==> src/rtl/fft_pkg.sv <==
// Shared types and default geometry for the in-place radix-2 FFT controller.
package fft_pkg;

    localparam int LOG2N_DEF  = 4;
    localparam int RD_LAT_DEF = 1;
    localparam int BF_LAT_DEF = 2;

    // Cycles from issuing a read to writing its butterfly result back.
    function automatic int drain_len(input int rd_lat, input int bf_lat);
        return rd_lat + bf_lat;
    endfunction

    localparam int D_DEF = drain_len(RD_LAT_DEF, BF_LAT_DEF);

    typedef enum logic [1:0] {
        ST_IDLE  = 2'd0,
        ST_RUN   = 2'd1,
        ST_DRAIN = 2'd2,
        ST_DONE  = 2'd3
    } state_t;

endpackage

==> src/rtl/fft_agu.sv <==
// Butterfly address generator: maps (stage, k) to operand and twiddle addresses.
module fft_agu #(
    parameter int LOG2N = 4,
    parameter int SW    = 2
) (
    input  logic [SW-1:0]    stage,
    input  logic [LOG2N-2:0] k,
    output logic [LOG2N-1:0] addr_a,
    output logic [LOG2N-1:0] addr_b,
    output logic [LOG2N-2:0] tw_addr
);

    localparam int KW = LOG2N - 1;
    localparam logic [KW-1:0]    K_ONE = KW'(1);
    localparam logic [LOG2N-1:0] A_ONE = LOG2N'(1);
    localparam logic [SW-1:0]    S_MAX = SW'(LOG2N - 1);

    logic [KW-1:0] mask;
    logic [KW-1:0] pos;

    // k splits into group (high bits) and pos (low 'stage' bits); the group
    // bits move up one place to leave room for the half-span offset.
    always_comb begin
        mask    = (K_ONE << stage) - K_ONE;
        pos     = k & mask;
        addr_a  = ({1'b0, k & ~mask} << 1) | {1'b0, pos};
        addr_b  = addr_a | (A_ONE << stage);
        tw_addr = pos << (S_MAX - stage);
    end

endmodule

==> src/rtl/fft_ctrl.sv <==
// Sequencer for an in-place radix-2 FFT: issues butterfly reads per stage and
// replays them as writes after the memory + butterfly latency.
module fft_ctrl
    import fft_pkg::*;
#(
    parameter int LOG2N  = LOG2N_DEF,
    parameter int RD_LAT = RD_LAT_DEF,
    parameter int BF_LAT = BF_LAT_DEF,
    localparam int SW    = (LOG2N > 1) ? $clog2(LOG2N) : 1
) (
    input  logic             clk,
    input  logic             rst,
    input  logic             start,
    output logic             busy,
    output logic             done,
    output logic             rd_en,
    output logic [LOG2N-1:0] rd_addr_a,
    output logic [LOG2N-1:0] rd_addr_b,
    output logic [LOG2N-2:0] tw_addr,
    output logic             wr_en,
    output logic [LOG2N-1:0] wr_addr_a,
    output logic [LOG2N-1:0] wr_addr_b,
    output logic [SW-1:0]    stage,
    output state_t           fsm_state
);

    localparam int N  = 1 << LOG2N;
    localparam int D  = drain_len(RD_LAT, BF_LAT);
    localparam int KW = LOG2N - 1;
    localparam int CW = (D > 1) ? $clog2(D) : 1;

    localparam logic [KW-1:0] K_LAST = KW'(N / 2 - 1);
    localparam logic [SW-1:0] S_LAST = SW'(LOG2N - 1);
    localparam logic [CW-1:0] C_LAST = CW'(D - 1);

    state_t        state;
    logic [KW-1:0] k;
    logic [CW-1:0] drain_cnt;

    logic [LOG2N-1:0] agu_a;
    logic [LOG2N-1:0] agu_b;
    logic [LOG2N-2:0] agu_tw;

    logic             pipe_en [D];
    logic [LOG2N-1:0] pipe_a  [D];
    logic [LOG2N-1:0] pipe_b  [D];

    fft_agu #(
        .LOG2N (LOG2N),
        .SW    (SW)
    ) u_agu (
        .stage   (stage),
        .k       (k),
        .addr_a  (agu_a),
        .addr_b  (agu_b),
        .tw_addr (agu_tw)
    );

    // Addresses are held at zero whenever no read is being issued.
    assign rd_addr_a = rd_en ? agu_a  : '0;
    assign rd_addr_b = rd_en ? agu_b  : '0;
    assign tw_addr   = rd_en ? agu_tw : '0;
    assign fsm_state = state;

    always_ff @(posedge clk) begin
        if (rst) begin
            state     <= ST_IDLE;
            stage     <= '0;
            k         <= '0;
            drain_cnt <= '0;
            busy      <= 1'b0;
            done      <= 1'b0;
            rd_en     <= 1'b0;
        end else begin
            case (state)
                ST_IDLE: begin
                    if (start) begin
                        state <= ST_RUN;
                        stage <= '0;
                        k     <= '0;
                        busy  <= 1'b1;
                        rd_en <= 1'b1;
                    end
                end
                ST_RUN: begin
                    if (k == K_LAST) begin
                        state     <= ST_DRAIN;
                        drain_cnt <= '0;
                        rd_en     <= 1'b0;
                    end else begin
                        k <= k + KW'(1);
                    end
                end
                // Hold off the next stage until every result of this one is written.
                ST_DRAIN: begin
                    if (drain_cnt == C_LAST) begin
                        if (stage == S_LAST) begin
                            state <= ST_DONE;
                            busy  <= 1'b0;
                            done  <= 1'b1;
                        end else begin
                            state <= ST_RUN;
                            stage <= stage + SW'(1);
                            k     <= '0;
                            rd_en <= 1'b1;
                        end
                    end else begin
                        drain_cnt <= drain_cnt + CW'(1);
                    end
                end
                ST_DONE: begin
                    state <= ST_IDLE;
                    done  <= 1'b0;
                    stage <= '0;
                    k     <= '0;
                end
                default: begin
                    state <= ST_IDLE;
                end
            endcase
        end
    end

    always_ff @(posedge clk) begin
        if (rst) begin
            for (int i = 0; i < D; i++) begin
                pipe_en[i] <= 1'b0;
                pipe_a[i]  <= '0;
                pipe_b[i]  <= '0;
            end
        end else begin
            pipe_en[0] <= rd_en;
            pipe_a[0]  <= rd_addr_a;
            pipe_b[0]  <= rd_addr_b;
            for (int i = 1; i < D; i++) begin
                pipe_en[i] <= pipe_en[i-1];
                pipe_a[i]  <= pipe_a[i-1];
                pipe_b[i]  <= pipe_b[i-1];
            end
        end
    end

    assign wr_en     = pipe_en[D-1];
    assign wr_addr_a = pipe_a[D-1];
    assign wr_addr_b = pipe_b[D-1];

endmodule

==> config.mk <==
export PLATFORM = sky130hd
export DESIGN_NAME = fft_ctrl
export DESIGN_NICKNAME = d
export VERILOG_FILES = /design/src/rtl/fft_pkg.sv /design/src/rtl/fft_agu.sv /design/src/rtl/fft_ctrl.sv
export SDC_FILE = /design/constraint.sdc
export NUM_CORES = 1
export LEC_CHECK = 0
export BUFFER_PORTS_ARGS = -buffer_cell sky130_fd_sc_hd__buf_4
export CAP_MARGIN = 0
export CORE_ASPECT_RATIO = 0.8
export CORE_UTILIZATION = 58
export DETAILED_ROUTE_END_ITERATION = 12
export GPL_TIMING_DRIVEN = 1
export PLACE_DENSITY = 0.83
export SLEW_MARGIN = 20
export SYNTH_ARGS = -nofsm -noshare
export SYNTH_HDL_FRONTEND = slang
export SYNTH_SLANG_ARGS = --single-unit
==> constraint.sdc <==
create_clock -name clk -period 2.55 [get_ports clk]
set_clock_uncertainty 0.05 [all_clocks]
set_input_delay 0.3825 -clock clk [delete_from_list [all_inputs] [get_ports clk]]
set_output_delay 0.3825 -clock clk [all_outputs]
set_load 0.03 [all_outputs]
==> results.json <==
{
  "htreeDepth": 2,
  "ys_types": 36,
  "clk_pin_slew_ns": 0.11,
  "drt-wirelength-per-cell_um": 13.1,
  "reg2reg_slack_ns": 0.87,
  "overflow": 0,
  "chipHeight_um": 49.1,
  "max_slew_margin": 0.695,
  "row_count": 16,
  "syn_avg_cell_area_um2": 9.71,
  "drc": 0,
  "vdd_ir_drop_max_uv": 472,
  "hold_violations": 0,
  "grt_use_total": 0.226,
  "cp.arrival_ns": 1.93,
  "yosys-top-cells-area": "dfxtp_1 48%, nor2b_1 9.3%, ha_1 6.2%, buf_4 4.2%, a21oi_1 2.8%",
  "path_cells": "inv_1 > ha_2 > xnor2_2 > a2bb2oi_2 > a21boi_1 > buf_4",
  "outcome": "finished clean",
  "fin_crit_sh": 0.926,
  "yosys.area.top_type": "dfxtp_1",
  "hold_buffers": 0,
  "max_cap_violations": 0,
  "clock.fmax_ghz": 0.424,
  "whs_ns": 0.261,
  "synth_most_common_cell": "dfxtp_1",
  "clockBufferDepth": 2,
  "drt_pass1_iterations": 4,
  "vias_per_cell": 5.29,
  "tightest_slew_ns": 0.452,
  "netlist_instances": 166,
  "synth_fp_nets": 177,
  "die_w_um": 60.9,
  "synthToLayoutAreaGrowth_pct": 16.8,
  "finalSetupViolations": 0,
  "cts_tree": "done",
  "critPathTopFamily": "flip-flops",
  "yosysTopAreaCellShare": 0.484,
  "drtAntennaViolNets": 0,
  "synth_edf_count": 0,
  "initial_utilization": 0.634,
  "worstPathMaxFanout": 9,
  "antenna_found_initial": 0,
  "clock_latency_ns": 0.35,
  "ys_dominant_reg_cell": "dfxtp_1",
  "synthTopCellsByCount": "39 x dfxtp_1, 24 x nor2b_1, 12 x nor2_1",
  "portBuffers": 29,
  "grt_pass1_wl_um": 4910,
  "p_leak_nw": 0.807,
  "place_congestion": 0.945,
  "diodes": 0,
  "synth-seq-cells": 39,
  "holdCritPathClass": "in2reg",
  "io_pins": 30,
  "vias": 1186,
  "placed_cell_area_um2": 1780,
  "ys_seq_area_frac": 0.484,
  "slowest_delay_ns": 0.43,
  "cts_setup_buffers": 0,
  "synth_area_um2": 1610,
  "cts_sinks": 39,
  "fin_area_um2": 1880,
  "routed_wl_um": 2940,
  "drt_iter0_drc": 51,
  "pwr_density_cell_nw_per_um2": 597,
  "grt_pass1_vias": 1099,
  "rsz0062_at_grt": "false",
  "yosysWarnings": 0,
  "core_area_um2": 2540,
  "drive_above_1_share": 0.234,
  "fin_crit_ns": 2.36,
  "ys_async_sr_fraction": 0,
  "critical_path.slowest_cell": "dfxtp_2",
  "layout.nets": 198,
  "die_area_um2": 2990,
  "grt_max_degree": 36,
  "critPathCaptureType": "output pin",
  "critPathRequiredTime_ns": 2.12,
  "cts_inserted_buffers": 5,
  "root_buffer": "clkbuf_4",
  "hpwl_um": 2040,
  "slew_violations": 0,
  "critPathBufInv": 2,
  "critPathKind": "reg2out",
  "start_kind": "flip-flop",
  "fin_setup_tns_ns": 0
}
-- layout make-up --
class,instances,area (um^2)
sequential,39,783
multi-input combinational,106,732
fill,204,661
timing repair buffer,29,218
tap,36,45.0
clock inverter,3,43.8
clock buffer,5,37.5
inverter,6,22.5
-- cell families after synthesis --
family	after synthesis	synth area share
xor+xnor	1	0.00544
fa+ha+maj	8	0.0621
mux	3	0.0194
buf+inv	21	0.0714
simple gates	67	0.241
compound gates	27	0.116
flops	39	0.484
-- worst paths after layout --
check / startpoint / depth (start not counted) / to
worst max register to register: k[0] / 5 / k[0]
worst min-delay path: start / 3 / rd_en
worst min register to register: pipe_b[0][3] / 1 / pipe_b[0][7]
worst max-delay path: stage[0] / 6 / rd_addr_b[2]
-- placed cells by master (no fill, tap or decap), types with 2 or more instances in the layout --
cell type,n
a21boi_1,2
a21oi_1,9
a22o_1,2
a31oi_1,3
and2b_1,2
and3b_1,3
buf_4,29
clkbuf_4,5
dfxtp_1,37
dfxtp_2,2
ha_1,7
inv_1,6
mux2i_1,2
nand2_1,9
nand2b_1,4
nand3b_1,2
nor2_1,12
nor2b_1,24
nor3_1,2
nor3b_1,2
o21ai_0,2
o21bai_1,2
-- what timing repair did --
| item | CTS | global route |
|---|---|---|
| pin swaps | 0 | 1 |
| setup endpoints to repair | 5 | 6 |
| gates resized for setup | 3 | 2 |
-- power breakdown --
part           switching, mW  internal (mW)
combinational         0.0444         0.0321
sequential            0.0160          0.620
clock                  0.204          0.206
-- registers in the layout, indices dropped and copies added, names as in the netlist --
signal,flops
pipe_en,3
fsm_state,2
rd_en,1
busy,1
drain_cnt,2
k,3
stage,2
pipe_a,12
pipe_b,12
done,1
-- metrics by stage --
stage,cells,worst slack (ns),power [mW],util
6_report,224,0.190,1.12,0.740
5_1_grt,224,0.0390,1.16,0.740
4_1_cts,224,0.0587,1.13,0.739
3_5_place_dp,216,0.201,0.726,0.701
3_3_place_gp,216,0.345,0.723,0.701
2_1_floorplan,166,0.160,0.703,-
-- tightest hold or removal path: stages --
cell and delay (ns):
buf_4 0.08, a222oi_1 0.07, nor2_1 0.08
-- layer usage --
| layer | track usage | wire, um |
|---|---|---|
| met1 | 0.299 | 1430 |
| met2 | 0.335 | 1320 |
| met3 | 0.0849 | 145 |
| met4 | 0.0833 | 38 |
| met5 | 0 | 0 |
Power figures use the tool's default switching activity.
